## src/rtl/mc_ctrl.sv

```systemverilog
// Multi-cycle MIPS controller: FETCH/DECODE/EXEC/MEM/WB sequencing with combinational control outputs.
// Optional feature: define MC_ILLEGAL_TRAP_EN to trap illegal instructions into a sticky HALT state.
module mc_ctrl (
  input  logic       clk,
  input  logic       reset,
  input  logic [5:0] opcode,
  input  logic [5:0] funct,
  input  logic       zero,
  output logic       PCWr,
  output logic       IRWr,
  output logic       RegWr,
  output logic       MemWr,
  output logic [1:0] EOp,
  output logic       ALUSrc,
  output logic [2:0] ALUOp,
  output logic [1:0] RegDst,
  output logic [1:0] WDSel,
  output logic [1:0] NPCOp,
  output logic       instr_done,
  output logic [2:0] state,
  output logic       illegal
);
  typedef enum logic [2:0] {
    S_FETCH  = 3'd0,
    S_DECODE = 3'd1,
    S_EXEC   = 3'd2,
    S_MEM    = 3'd3,
    S_WB     = 3'd4,
    S_HALT   = 3'd5
  } state_t;

  localparam logic [5:0] OP_RTYPE = 6'b000000;
  localparam logic [5:0] OP_ORI   = 6'b001101;
  localparam logic [5:0] OP_LUI   = 6'b001111;
  localparam logic [5:0] OP_LW    = 6'b100011;
  localparam logic [5:0] OP_SW    = 6'b101011;
  localparam logic [5:0] OP_BEQ   = 6'b000100;
  localparam logic [5:0] OP_J     = 6'b000010;
  localparam logic [5:0] FN_ADDU  = 6'b100001;
  localparam logic [5:0] FN_SUBU  = 6'b100011;

  localparam logic [2:0] ALU_ADD  = 3'b000;
  localparam logic [2:0] ALU_SUB  = 3'b001;
  localparam logic [2:0] ALU_OR   = 3'b010;
  localparam logic [2:0] ALU_PASS = 3'b011;

  state_t cur, nxt;

  logic is_addu, is_subu, is_rtype, is_ori, is_lui, is_lw, is_sw, is_beq, is_j, legal;
  assign is_addu  = (opcode == OP_RTYPE) && (funct == FN_ADDU);
  assign is_subu  = (opcode == OP_RTYPE) && (funct == FN_SUBU);
  assign is_rtype = is_addu || is_subu;
  assign is_ori   = (opcode == OP_ORI);
  assign is_lui   = (opcode == OP_LUI);
  assign is_lw    = (opcode == OP_LW);
  assign is_sw    = (opcode == OP_SW);
  assign is_beq   = (opcode == OP_BEQ);
  assign is_j     = (opcode == OP_J);
  assign legal    = is_rtype || is_ori || is_lui || is_lw || is_sw || is_beq || is_j;

  // EXEC-phase ALU/extender selects; MEM and WB keep driving the same values.
  logic [1:0] ex_eop;
  logic       ex_alusrc;
  logic [2:0] ex_aluop;
  always_comb begin
    ex_eop    = 2'b00;
    ex_alusrc = 1'b0;
    ex_aluop  = ALU_ADD;
    if (is_subu) ex_aluop = ALU_SUB;
    if (is_ori) begin
      ex_eop = 2'b01; ex_alusrc = 1'b1; ex_aluop = ALU_OR;
    end
    if (is_lui) begin
      ex_eop = 2'b10; ex_alusrc = 1'b1; ex_aluop = ALU_PASS;
    end
    if (is_lw || is_sw) begin
      ex_eop = 2'b00; ex_alusrc = 1'b1; ex_aluop = ALU_ADD;
    end
    if (is_beq) begin
      ex_eop = 2'b11; ex_alusrc = 1'b0; ex_aluop = ALU_SUB;
    end
  end

  always_ff @(posedge clk or posedge reset) begin
    if (reset) cur <= S_FETCH;
    else       cur <= nxt;
  end

`ifdef MC_ILLEGAL_TRAP_EN
  logic illegal_q;
  always_ff @(posedge clk or posedge reset) begin
    if (reset)                             illegal_q <= 1'b0;
    else if ((cur == S_DECODE) && !legal)  illegal_q <= 1'b1;
  end
  assign illegal = illegal_q;
`else
  assign illegal = 1'b0;
`endif

  always_comb begin
    nxt = S_FETCH;
    case (cur)
      S_FETCH:  nxt = S_DECODE;
      S_DECODE: begin
        if (is_j)       nxt = S_FETCH;
        else if (legal) nxt = S_EXEC;
`ifdef MC_ILLEGAL_TRAP_EN
        else            nxt = S_HALT;
`else
        else            nxt = S_FETCH;
`endif
      end
      S_EXEC: begin
        if (is_beq)             nxt = S_FETCH;
        else if (is_lw || is_sw) nxt = S_MEM;
        else                    nxt = S_WB;
      end
      S_MEM:  nxt = is_sw ? S_FETCH : S_WB;
      S_WB:   nxt = S_FETCH;
`ifdef MC_ILLEGAL_TRAP_EN
      S_HALT: nxt = S_HALT;
`else
      S_HALT: nxt = S_FETCH;
`endif
      default: nxt = S_FETCH;
    endcase
  end

  always_comb begin
    PCWr = 1'b0; IRWr = 1'b0; RegWr = 1'b0; MemWr = 1'b0;
    EOp = 2'b00; ALUSrc = 1'b0; ALUOp = ALU_ADD;
    RegDst = 2'b00; WDSel = 2'b00; NPCOp = 2'b00; instr_done = 1'b0;
    case (cur)
      S_FETCH: begin
        IRWr = 1'b1; PCWr = 1'b1; NPCOp = 2'b00;
      end
      S_DECODE: begin
        EOp = 2'b11;
        if (is_j) begin
          PCWr = 1'b1; NPCOp = 2'b10; instr_done = 1'b1;
        end
`ifndef MC_ILLEGAL_TRAP_EN
        else if (!legal) instr_done = 1'b1;
`endif
      end
      S_EXEC: begin
        EOp = ex_eop; ALUSrc = ex_alusrc; ALUOp = ex_aluop;
        if (is_beq) begin
          NPCOp = 2'b01; PCWr = zero; instr_done = 1'b1;
        end
      end
      S_MEM: begin
        EOp = ex_eop; ALUSrc = ex_alusrc; ALUOp = ex_aluop;
        if (is_sw) begin
          MemWr = 1'b1; instr_done = 1'b1;
        end
      end
      S_WB: begin
        EOp = ex_eop; ALUSrc = ex_alusrc; ALUOp = ex_aluop;
        RegWr = 1'b1; instr_done = 1'b1;
        RegDst = is_rtype ? 2'b01 : 2'b00;
        WDSel  = is_lw ? 2'b01 : 2'b00;
      end
      default: ;
    endcase
    // Reset already holds cur at FETCH; this also silences the FETCH enables.
    if (reset) begin
      PCWr = 1'b0; IRWr = 1'b0; RegWr = 1'b0; MemWr = 1'b0;
      EOp = 2'b00; ALUSrc = 1'b0; ALUOp = ALU_ADD;
      RegDst = 2'b00; WDSel = 2'b00; NPCOp = 2'b00; instr_done = 1'b0;
    end
  end

  assign state = cur;
endmodule

```

## config.mk

```make
export PLATFORM = sky130hd
export DESIGN_NAME = mc_ctrl
export DESIGN_NICKNAME = d
export VERILOG_FILES = /design/src/rtl/mc_ctrl.sv
export SDC_FILE = /design/constraint.sdc
export NUM_CORES = 1
export LEC_CHECK = 0
export CORE_ASPECT_RATIO = 1.1
export CORE_MARGIN = 5
export CORE_UTILIZATION = 36
export CTS_BUF_LIST = sky130_fd_sc_hd__clkbuf_8
export CTS_CLUSTER_DIAMETER = 50
export DETAILED_ROUTE_END_ITERATION = 8
export PLACE_DENSITY = 0.81
export SYNTH_ARGS = -nofsm -noshare
export SYNTH_HDL_FRONTEND = slang
export SYNTH_SLANG_ARGS = --single-unit
```

## constraint.sdc

```tcl
create_clock -name clk -period 2.22 [get_ports clk]
set_input_delay 0.222 -clock clk [delete_from_list [all_inputs] [get_ports clk]]
set_output_delay 0.222 -clock clk [all_outputs]
set_load 0.05 [all_outputs]
```

==> results of run 1 <==
[cell usage after synthesis, drive strengths merged]
cell type / n / area, um2
dfrtp: 3 / 75.1
nor2b: 1 / 6.26
a2bb2oi: 1 / 8.76
and2: 1 / 6.26
a21boi: 3 / 33.8
buf: 6 / 46.3
nand3: 2 / 10.0
nor4: 7 / 43.8
or3: 3 / 18.8
o22ai: 1 / 6.26
clkbuf: 4 / 15.0
nand4: 1 / 6.26
or2: 1 / 6.26
o31ai: 1 / 7.51
nor2: 4 / 15.0
nand2b: 3 / 18.8
and3: 3 / 18.8
inv: 4 / 15.0
conb: 1 / 3.75
o31a: 1 / 8.76
nand2: 10 / 37.5
a211oi: 1 / 7.51
nor4b: 4 / 41.3
or3b: 1 / 11.3
nor3b: 1 / 7.51
nor3: 3 / 15.0
a21oi: 2 / 10.0
o41ai: 1 / 8.76
o32ai: 1 / 8.76
xor2: 1 / 8.76
a22o: 1 / 8.76
o21ai: 1 / 5.00
[kinds of logic after synthesis]
group,after synthesis
xor+xnor,1
flops,3
buf+inv,14
compound gates,14
other cells,1
simple gates,45
[through the flow]
stage / cells / utilization / TNS, ns
CTS: 143 / 0.945 / -0.237
detailed placement: 138 / 0.865 / -0.0951
global placement: 138 / 0.865 / -0.0628
floorplan: 81 / - / -0.781
[what timing repair did]
action / 4_1_cts
resized for setup: 13
endpoints found under the setup margin: 5
cloned: 0
pin swaps: 4
buffers inserted: 1
==> results.json, run 1 <==
{
  "dieWidth_um": 46.9,
  "die_h_um": 50.6,
  "synth_xor_xnor_area_share": 0.0162,
  "ys_types": 36,
  "syn_area_um2": 541,
  "antenna_found_initial": 1,
  "outcome": "did not finish",
  "num_rows": 14,
  "clock_sinks": 3,
  "ys_seq_elements": 3,
  "synth_compound_area_frac": 0.211,
  "cts_max_level": 1,
  "yosys_warnings": 0,
  "io_pins": 36,
  "grt_max_degree": 13,
  "synth_top_family_by_area": "simple AND/OR/NAND/NOR gates",
  "clockRootBuffer": "clkbuf_8",
  "numCtsBuffers": 3,
  "placed_area_um2": 1210,
  "synth-adder-area-share": 0,
  "yosysSeqAreaShare": 0.139,
  "muxShareOfSynthArea": 0,
  "haltStage": "global routing",
  "io_buffers": 31,
  "worstEndpointGrtRepair": "ALUOp[0]",
  "ctsHoldBuffers": 0,
  "avgSynthCellArea_um2": 6.93,
  "hpwl_um": 1820,
  "dpl_worst_slack_ns": -0.0824,
  "worst-ep-kind": "top-level output",
  "error": "[ERROR DPL-0033] detailed placement checks failed during check placement.",
  "cts_buffer_depth": 2,
  "start_util": 0.386,
  "gp_congestion": 0.838,
  "synthSimpleGateAreaFrac": 0.486,
  "netlist_instances": 78
}
==> run 2, diff against run 1 <==
Settings changed: CORE_AREA set to 5 5 66 68, CORE_ASPECT_RATIO 1.1 to not set, CORE_MARGIN 5 to not set, CORE_UTILIZATION 36 to not set, CTS_BUF_LIST sky130_fd_sc_hd__clkbuf_8 to not set, CTS_CLUSTER_DIAMETER 50 to not set, DIE_AREA set to 0 0 71 73, PLACE_DENSITY 0.81 to not set, PLACE_DENSITY_LB_ADDON set to 0.15.
==> results.json, run 2 <==
{
  "outcome": "complete, but fails checks",
  "violations": "negative setup slack",
  "yosys_warnings": 0,
  "p_sw_frac": 0.454,
  "antennaDiodeCount": 0,
  "num_rows": 23,
  "viasPerCell": 4.28,
  "leakagePower_nw": 0.633,
  "syn_area_um2": 541,
  "worst_setup_path_end_kind": "primary output",
  "path_cells": "or3b_4, a21boi_4, or3_4, or3_4, o41ai_4, buf_12",
  "numCtsBuffers": 3,
  "dieWidth_um": 71,
  "final_util": 0.374,
  "r2r_slack_ns": 1.04,
  "grt_pass1_wl_um": 3930,
  "placed_area_um2": 1280,
  "critPathArrivalTime_ns": 2.11,
  "dieArea_um2": 5180,
  "hp-class": "in2async",
  "startpoint_type": "flop",
  "final_layout_size_suffix_gt1_frac": 0.504,
  "mostFrequentLayoutCells": "24 x buf_4, 14 x buf_12, 13 x clkdlybuf4s50_1, 8 x nand2_1",
  "p_switching_uw": 366,
  "drtIter0Drc": 35,
  "p_clk_frac": 0.203,
  "die_h_um": 73,
  "routed_wl_um": 2310,
  "grt_use_total": 0.0943,
  "clockRootBuffer": "clkbuf_8",
  "largest_register_ffs": 3,
  "netlist_top_cells_count": "10 x nand2_1, 7 x nor4_1",
  "max_cap_violations": 0,
  "layout_setup_ws_ns": -0.108,
  "final_area_um2": 1420,
  "vias": 775,
  "final_common_cell": "buf_4",
  "nFillCells": 406,
  "first_global_vias": 808,
  "cts_tree": "yes",
  "grt_max_degree": 13,
  "r2r.worst_path.cells": 4,
  "yosysMostFrequentCell": "nand2_1",
  "io_pins": 36,
  "cp_slowest_cell": "or3b_4",
  "ir_drop_v": 0.000253,
  "cp_top_family": "simple AND/OR/NAND/NOR gates",
  "final.min_clock_period_ns": 2.33,
  "finalSetupTns_ns": -0.176,
  "gp_congestion": 0.831,
  "total_power_uw": 807,
  "cts_max_level": 1,
  "hold_slack_ns": 0.283,
  "final_nets": 147,
  "antenna_left": 0,
  "yosys.area.top_type_share": 0.139,
  "critPathMaxFanout": 2,
  "drc": 0,
  "cts_buffer_depth": 2,
  "path_buf_inv": 1,
  "path_common_cell": "or3_4",
  "p_int_uw": 441,
  "fmax_mhz": 429,
  "dp.cells": 175,
  "area_growth_pct": 163,
  "slew_viol_final": 0,
  "routedWlPerCell_um": 12.8,
  "clock_sinks": 3,
  "r2r_start": "state[1]$_DFF_PP0_",
  "timing.final.crit_share": 1.05,
  "dpl_worst_slack_ns": -0.0882,
  "ys_types": 36,
  "core-area_um2": 3800,
  "netlist_instances": 78,
  "synth_area_leaders": "dfrtp_1 14%, nor4_1 8.1%, nand2_1 6.9%, buf_4 5.6%, nor4b_1 4.9%",
  "crit_required_ns": 2.00,
  "synth_edf_count": 0,
  "setup_viol": 2,
  "antenna_found_initial": 0,
  "p_seq_frac": 0.089,
  "setup.worst_path.class": "reg2out",
  "synth_ff_type": "dfrtp_1",
  "grt_overflow": 0,
  "hpwl_um": 1880,
  "power.share.combinational": 0.708,
  "clk_latency_ns": 0.22,
  "rsz0062_at_grt": "yes",
  "finalHoldViolCount": 0,
  "power_density_nw_per_um2": 568,
  "start_util": 0.142,
  "ctsHoldBuffers": 0,
  "yosysTopAreaCell": "dfrtp_1",
  "first_pass_iters": 4,
  "io_buffers": 31,
  "layout.cells.non_filler": 181,
  "yosysSeqAreaShare": 0.139,
  "clkTransAtPathRegs_ns": 0.03,
  "ys_seq_elements": 3,
  "finClkSkew_ns": 0.00199,
  "ys_async_sr_fraction": 1.00,
  "rr_endpoint": "state[1]$_DFF_PP0_",
  "slowest_delay_ns": 0.40,
  "avgSynthCellArea_um2": 6.93
}
[run 2: cell counts after synthesis]
No cell type changed its count.
[run 2: worst register-to-register path: stages (launching register included)]
cell	delay [ns]
dfrtp_1	0.33
buf_4	0.20
nand3_1	0.15
buf_4	0.17
o32ai_1	0.22
[run 2: logic make-up (layout without fill, tap and decap cells)]
group | after synthesis | count (layout) | synth area share
AOI/OAI and AO/OA | 14 | 14 | 0.211
xor gates and xnor gates | 1 | 1 | 0.0162
buffers and inverters | 14 | 64 | 0.141
DFF | 3 | 3 | 0.139
other | 1 | 4 | 0.00694
and+or+nand+nor | 45 | 45 | 0.486
[run 2: worst max-delay path by stage]
stage	startpoint	slack [ns]	end	cells past startpoint
finish	state[0]$_DFF_PP0_	-0.11	ALUOp[0]	6
global route	state[0]$_DFF_PP0_	-0.17	ALUOp[0]	6
CTS	state[0]$_DFF_PP0_	-0.13	ALUOp[0]	6
detailed placement	opcode[4]	-0.09	PCWr	8
global placement	opcode[1]	-0.08	instr_done	8
floorplan	state[0]$_DFF_PP0_	-0.34	PCWr	5
[run 2: per-layer routing]
metal  GRT usage  vias up  wire length [um]
met5           0        -                 0
met1       0.123      364               999
met2       0.153       24              1140
met4      0.0313        0                24
li1            -      385                 -
met3      0.0220        2               145
[run 2: power by group through the flow]
| stage | Clock (mW) | Combinational, mW | Sequential [mW] |
|---|---|---|---|
| 3_3_place_gp | 0 | 0.549 | 0.0720 |
| 6_report | 0.164 | 0.571 | 0.0722 |
| 2_1_floorplan | 0 | 0.273 | 0.116 |
| 4_1_cts | 0.170 | 0.566 | 0.0726 |
| 3_5_place_dp | 0 | 0.549 | 0.0732 |
| 5_1_grt | 0.172 | 0.604 | 0.0746 |
[run 2: cell type report]
cell class,instances,area (um2),area share
clock buffer,4,45.0,0.0317
inverter,4,15.0,0.0106
multi-input combinational,64,574,0.404
sequential,3,76.3,0.0537
tap,50,62.6,0.0440
timing repair buffer,56,648,0.456
[run 2: timing repair]
action,in CTS,in global routing
setup buffers,2,0
pin swaps,6,4
gates resized for setup,8,12
cloned,0,0
setup endpoints to repair,4,9
hold endpoints to repair,0,0
Note: power is estimated with default switching activity, not from simulation.
